File: src/rtl/param_update_sequencer.sv
// Parameter bank: host triggers stage values that are applied one slot per cycle,
// only at a synchronized sim-step edge or on an explicit apply_now request.
module param_update_sequencer #(
    parameter int NREG = 16,
    parameter int DW   = 32
) (
    input  logic                 clk,
    input  logic                 reset,
    input  logic [NREG-1:0]      trig_in,
    input  logic [DW-1:0]        data_in,
    input  logic                 step_clk,
    input  logic                 apply_now,
    input  logic [NREG*DW-1:0]   default_vec,
    output logic [NREG*DW-1:0]   param_bus,
    output logic [NREG-1:0]      update_strobe,
    output logic [NREG-1:0]      pending,
    output logic                 busy,
    output logic                 late_apply,
    output logic [15:0]          overrun_cnt
);

    localparam int IW = (NREG > 1) ? $clog2(NREG) : 1;
    localparam int CW = $clog2(NREG + 1);
    localparam logic [IW-1:0] LAST_IDX = IW'(NREG - 1);

    typedef enum logic {
        IDLE,
        APPLY
    } state_t;

    state_t                    state, state_next;
    logic [IW-1:0]             idx, idx_next;
    logic                      apply_en;

    logic [NREG-1:0][DW-1:0]   active_q;
    logic [NREG-1:0][DW-1:0]   staging_q;
    logic [NREG-1:0]           pending_next;

    logic                      step_s1, step_s2, step_prev;
    logic                      step_edge;

    logic [NREG-1:0]           retrig;
    logic [CW-1:0]             retrig_n;
    logic [16:0]               ovr_sum;

    // step_clk comes from another domain: two-flop synchronizer plus edge detector.
    always_ff @(posedge clk) begin
        if (reset) begin
            step_s1   <= 1'b0;
            step_s2   <= 1'b0;
            step_prev <= 1'b0;
        end else begin
            step_s1   <= step_clk;
            step_s2   <= step_s1;
            step_prev <= step_s2;
        end
    end

    assign step_edge = step_s2 & ~step_prev;

    always_ff @(posedge clk) begin
        if (reset) begin
            state <= IDLE;
            idx   <= '0;
        end else begin
            state <= state_next;
            idx   <= idx_next;
        end
    end

    // NOTE: every output of this block gets a default first, so no latch can be inferred.
    always_comb begin
        state_next = state;
        idx_next   = idx;
        apply_en   = 1'b0;
        unique case (state)
            IDLE: begin
                if ((step_edge || apply_now) && (|pending)) begin
                    state_next = APPLY;
                    idx_next   = '0;
                end
            end
            APPLY: begin
                apply_en = pending[idx];
                if (idx == LAST_IDX) begin
                    state_next = IDLE;
                end else begin
                    idx_next = idx + 1'b1;
                end
            end
            default: state_next = IDLE;
        endcase
    end

    // A trigger on a slot being applied in the same cycle re-arms it for the next pass.
    always_comb begin
        pending_next = pending;
        if (apply_en) begin
            pending_next[idx] = 1'b0;
        end
        pending_next = pending_next | trig_in;
    end

    assign retrig = trig_in & pending;

    always_comb begin
        retrig_n = '0;
        for (int i = 0; i < NREG; i++) begin
            retrig_n = retrig_n + CW'(retrig[i]);
        end
    end

    assign ovr_sum = {1'b0, overrun_cnt} + 17'(retrig_n);

    // NOTE: staging is reset along with the active bank so a reset mid-pass leaves no stale data.
    always_ff @(posedge clk) begin
        if (reset) begin
            active_q      <= default_vec;
            staging_q     <= '0;
            pending       <= '0;
            update_strobe <= '0;
            overrun_cnt   <= '0;
            late_apply    <= 1'b0;
        end else begin
            update_strobe <= '0;
            pending       <= pending_next;
            for (int i = 0; i < NREG; i++) begin
                if (trig_in[i]) begin
                    staging_q[i] <= data_in;
                end
            end
            // NOTE: non-blocking assignment means a colliding trigger leaves the old staged value here.
            if (apply_en) begin
                active_q[idx]      <= staging_q[idx];
                update_strobe[idx] <= 1'b1;
            end
            overrun_cnt <= ovr_sum[16] ? 16'hFFFF : ovr_sum[15:0];
            if (busy && step_edge) begin
                late_apply <= 1'b1;
            end
        end
    end

    assign param_bus = active_q;
    assign busy      = (state == APPLY);

endmodule
File: config.mk
export PLATFORM = sky130hd
export DESIGN_NAME = param_update_sequencer
export DESIGN_NICKNAME = d
export VERILOG_FILES = /design/src/rtl/param_update_sequencer.sv
export SDC_FILE = /design/constraint.sdc
export NUM_CORES = 2
export LEC_CHECK = 0
export BUFFER_PORTS_ARGS = -buffer_cell sky130_fd_sc_hd__buf_4
export CORE_AREA = 2 2 442 444
export DETAILED_ROUTE_END_ITERATION = 10
export DIE_AREA = 0 0 444 446
export SLEW_MARGIN = 20
export SYNTH_ARGS = -nofsm -noshare
export SYNTH_HDL_FRONTEND = slang
export SYNTH_SLANG_ARGS = --single-unit
File: constraint.sdc
create_clock -name clk -period 7.95 [get_ports clk]
set_clock_uncertainty 0.1 [all_clocks]
set_input_delay 1.59 -clock clk [delete_from_list [all_inputs] [get_ports clk]]
set_output_delay 1.59 -clock clk [all_outputs]
set_load 0.02 [all_outputs]
==> summary.txt <==
Global route
  • First-pass GRT wire length: 255 mm
  • Largest net degree at the start of global routing: 208
  • GRT Util Overall: 17.9%
  • Vias in the first global route: 32,400
  • Initial antenna violation count: 17
  • GRT overflow: 0

Timing
  • Final setup viols: 0
  • Achievable frequency: 0.165 GHz
  • WHS: 0.365 ns
  • Final WS setup: 1.88 ns
  • RSZ-0062 raised after global routing: false
  • Slew headroom: 22.7%
  • Setup TNS: 0 ns
  • Final hold vios: 0
  • Count of pins over their slew limit: 0
  • Slew @ Worst Pin: 1.16 ns
  • Minimum clock period: 6.07 ns
  • Final Cycle Share: 76.4%

Synthesis
  • Post-Syn Instances: 3,336
  • Distinct cell type count after synthesis: 52
  • Synthesis warning total: 0
  • XOR/XNOR Fraction of Synth Area: 0.0984%
  • Post-synth ARST share: 0%
  • Adder-Cell Fraction of Synth Area: 0.877%
  • Yosys top cell area share: 34.6%
  • Combinational family with the most area after synthesis: multiplexers
  • Compound-gate portion of the synthesized area: 11.3%
  • Netlist Area Pre-Place: 0.0445 mm2
  • Post-synth EDFFs: 512
  • Top cells by area, synth: edfxtp_1, dfxtp_1, mux2i_1, a22o_1, mux4_2
  • Ys flop type: dfxtp_1
  • Post-synthesis sequential area ratio: 60.1%
  • Post-synth net total: 3,924
  • Leading area contributor after synthesis: edfxtp_1
  • #FFs+latches synth: 1,081
  • Post-synthesis simple-gate area fraction: 5.65%
  • Syn_area_per_cell: 13.3 um2
  • Post-synthesis mux area share: 18.2%

Die
  • Core region area: 0.194 mm2
  • IO Pins: 1,126
  • Die height: 446 um
  • DIE AREA: 0.198 mm2
  • Placement Rows: 162
  • Starting Density: 23.0%
  • Die width: 444 um

Setup path
  • RR Endpoint: overrun_cnt[13]
  • Worst Setup EP: overrun_cnt[13]
  • Reg2Reg Depth: 14
  • Worst setup EP type: register
  • Critical path's most frequent cell: fa_1
  • WP buf/inv: 4
  • R2r setup slk: 2.53 ns
  • Worst Setup Start Kind: input port
  • Cell breakdown of the critical path: buf_4 -> nand2_1 -> fa_1 -> inv_1 -> fa_1 -> inv_1 -> fa_1 -> inv_1 -> fa_1 -> fa_1 -> fa_1 -> a21oi_1 -> o22ai_1 -> nand4_1 -> a311oi_1
  • Critical path class: in -> reg
  • Largest stage delay, worst path: 0.85 ns
  • Critical path arrival: 6.64 ns
  • Reg2Reg Launch Point: pending[14]
  • Crit-path leading delay family: adder cells
  • Slowest cell on crit path: o22ai_1
  • Critical path depth: 15
  • CP Launch Point: trig_in[10]
  • Worst Path Max Fanout: 13
  • Crit path required time: 8.51 ns

Hold path
  • Hold Path Class: reg -> reg

Power
  • Switching power: 3900 uW
  • Switching portion of total power: 27.6%
  • Pwr Density: 238 mW/mm2
  • Logic pwr share: 14.9%
  • Overall power: 14,100 uW
  • Clock power share: 39.9%
  • Sequential fraction of design power: 45.2%
  • Int Power: 10,200 uW
  • Static Leak: 0.0246 uW
  • Worst vdd ir: 0.182 mV

Detailed routing
  • Via count: 33,200
  • DR pass1 iterations: 6
  • WL met1: 75.9 mm
  • Met3 wire len: 13.8 mm
  • DR WL met2: 90.1 mm
  • WL/cell: 26.7 um
  • DR iter-0 viols: 2,572
  • DRC viols: 0
  • Top Layer Used: met5
  • Via-to-Cell Ratio: 4.74
  • Post-Route WL: 187 mm
  • Final antenna-violating net count: 0

CTS
  • Worst-skew pair later-pin latency: 0.77 ns
  • Post-CTS Repair Setup Buffers: 0
  • H-Tree Depth: 3
  • Clock Path Buffers: 3
  • Cell chosen for the clock root: clkbuf_16
  • CTS clock-pin slew for the worst setup and hold paths: 0.06 ns
  • Total CTS buffers: 121
  • TritonCTS Sinks: 1,081
  • CTS tree: done
  • CTS resizes: 0
  • CTS Hold Bufs: 0

Cells and area
  • Area grow syn2layout: 33.5%
  • Filler Cells Inserted: 19,500
  • Final Instance Count excl. Fillers: 6,998
  • Most frequent cells in the layout: buf_4, dfxtp_1, nor2_1
  • Layout cells sized above 1: 34.7%
  • Most common cell after layout, fill and taps aside: buf_4
  • NumNets Final: 4,923

Flow run
  • Max-Cap Viols: 0

Placement
  • Placed instance count: 6,752
  • Dpl hpwl: 136 mm
  • Pre-CTS WS: 1.20 ns
  • GP Congestion: 0.904
  • IO buf count: 1,125

Outcome
  • Status: complete, no violations
-- how the worst min path moves through the flow --
stage               startpoint         to  slack [ns]  depth (start not counted)
finish                 step_s2  step_prev        0.37                          1
floorplan              step_s1    step_s2        0.31                          1
detailed placement     step_s1    step_s2        0.35                          1
global placement       step_s1    step_s2        0.33                          1
CTS                    step_s1    step_s2        0.36                          1
global route           step_s2  step_prev        0.38                          1
-- metrics by stage --
| stage | instance area (um2) | utilization [%] |
|---|---|---|
| after global placement | 55400 | 28.6 |
| after CTS | 59300 | 30.6 |
| after detailed placement | 55400 | 28.6 |
| after global routing | 59400 | 30.7 |
| after floorplan | 44500 | - |
| final | 59400 | 30.7 |
-- routing by layer --
metal | vias up | track usage [%]
met4 | 8 | 7.27
met1 | 16800 | 22.4
met2 | 1539 | 29.7
li1 | 14500 | -
met3 | 292 | 4.30
met5 | - | 0
-- synth_stat cells, drive strengths merged, types with 3 or more instances --
| cell | count |
|---|---|
| nor2b | 4 |
| o21ai | 28 |
| inv | 39 |
| and3 | 6 |
| a21oi | 26 |
| nand3 | 6 |
| edfxtp | 512 |
| nand2 | 23 |
| o31a | 4 |
| buf | 146 |
| a311oi | 4 |
| nor4 | 4 |
| mux2i | 514 |
| nor3 | 9 |
| xnor2 | 5 |
| clkbuf | 160 |
| o31ai | 4 |
| ha | 12 |
| a31oi | 5 |
| nand4 | 5 |
| a22o | 513 |
| and4 | 3 |
| and2 | 13 |
| mux4 | 130 |
| nor2 | 554 |
| dfxtp | 569 |
| a21o | 3 |
| fa | 12 |
| nand2b | 3 |
| a31o | 3 |
-- power groups by stage --
| stage | registers [uW] | logic [uW] | clock network, uW |
|---|---|---|---|
| final | 6390 | 2100 | 5640 |
| after global routing | 6420 | 2220 | 5990 |
| after CTS | 6380 | 2120 | 5780 |
| after detailed placement | 6500 | 2120 | 0 |
| after global placement | 6490 | 2090 | 0 |
| after floorplan | 6690 | 909 | 0 |
-- cell type report --
class / count / area [um2] / area share, %
Timing Repair Buffer: 1182 / 8940 / 15.1
Antenna cell: 13 / 32.5 / 0.0548
Clock inverter: 81 / 731 / 1.23
Sequential cell: 1081 / 26800 / 45.1
Tap cell: 2542 / 3180 / 5.35
Inverter: 39 / 146 / 0.246
Multi-Input combinational cell: 1910 / 16400 / 27.5
Clock buffer: 150 / 3240 / 5.45
-- kinds of logic (layout without fill, tap and decap cells) --
family	count (synthesis)	after routing
simple gates	634	634
other cells	0	13
compound gates	602	602
flops	1081	1081
mux	645	645
buf+inv	345	1452
xor+xnor	5	5
fa+ha+maj	24	24
-- state kept, by name, indices dropped and copies added, names as in the netlist --
name           flops
pending           16
idx                4
update_strobe     16
step_s2            1
late_apply         1
step_s1            1
staging_q        512
step_prev          1
overrun_cnt       16
busy               1
param_bus        512
(Power assumes the default switching activity.)
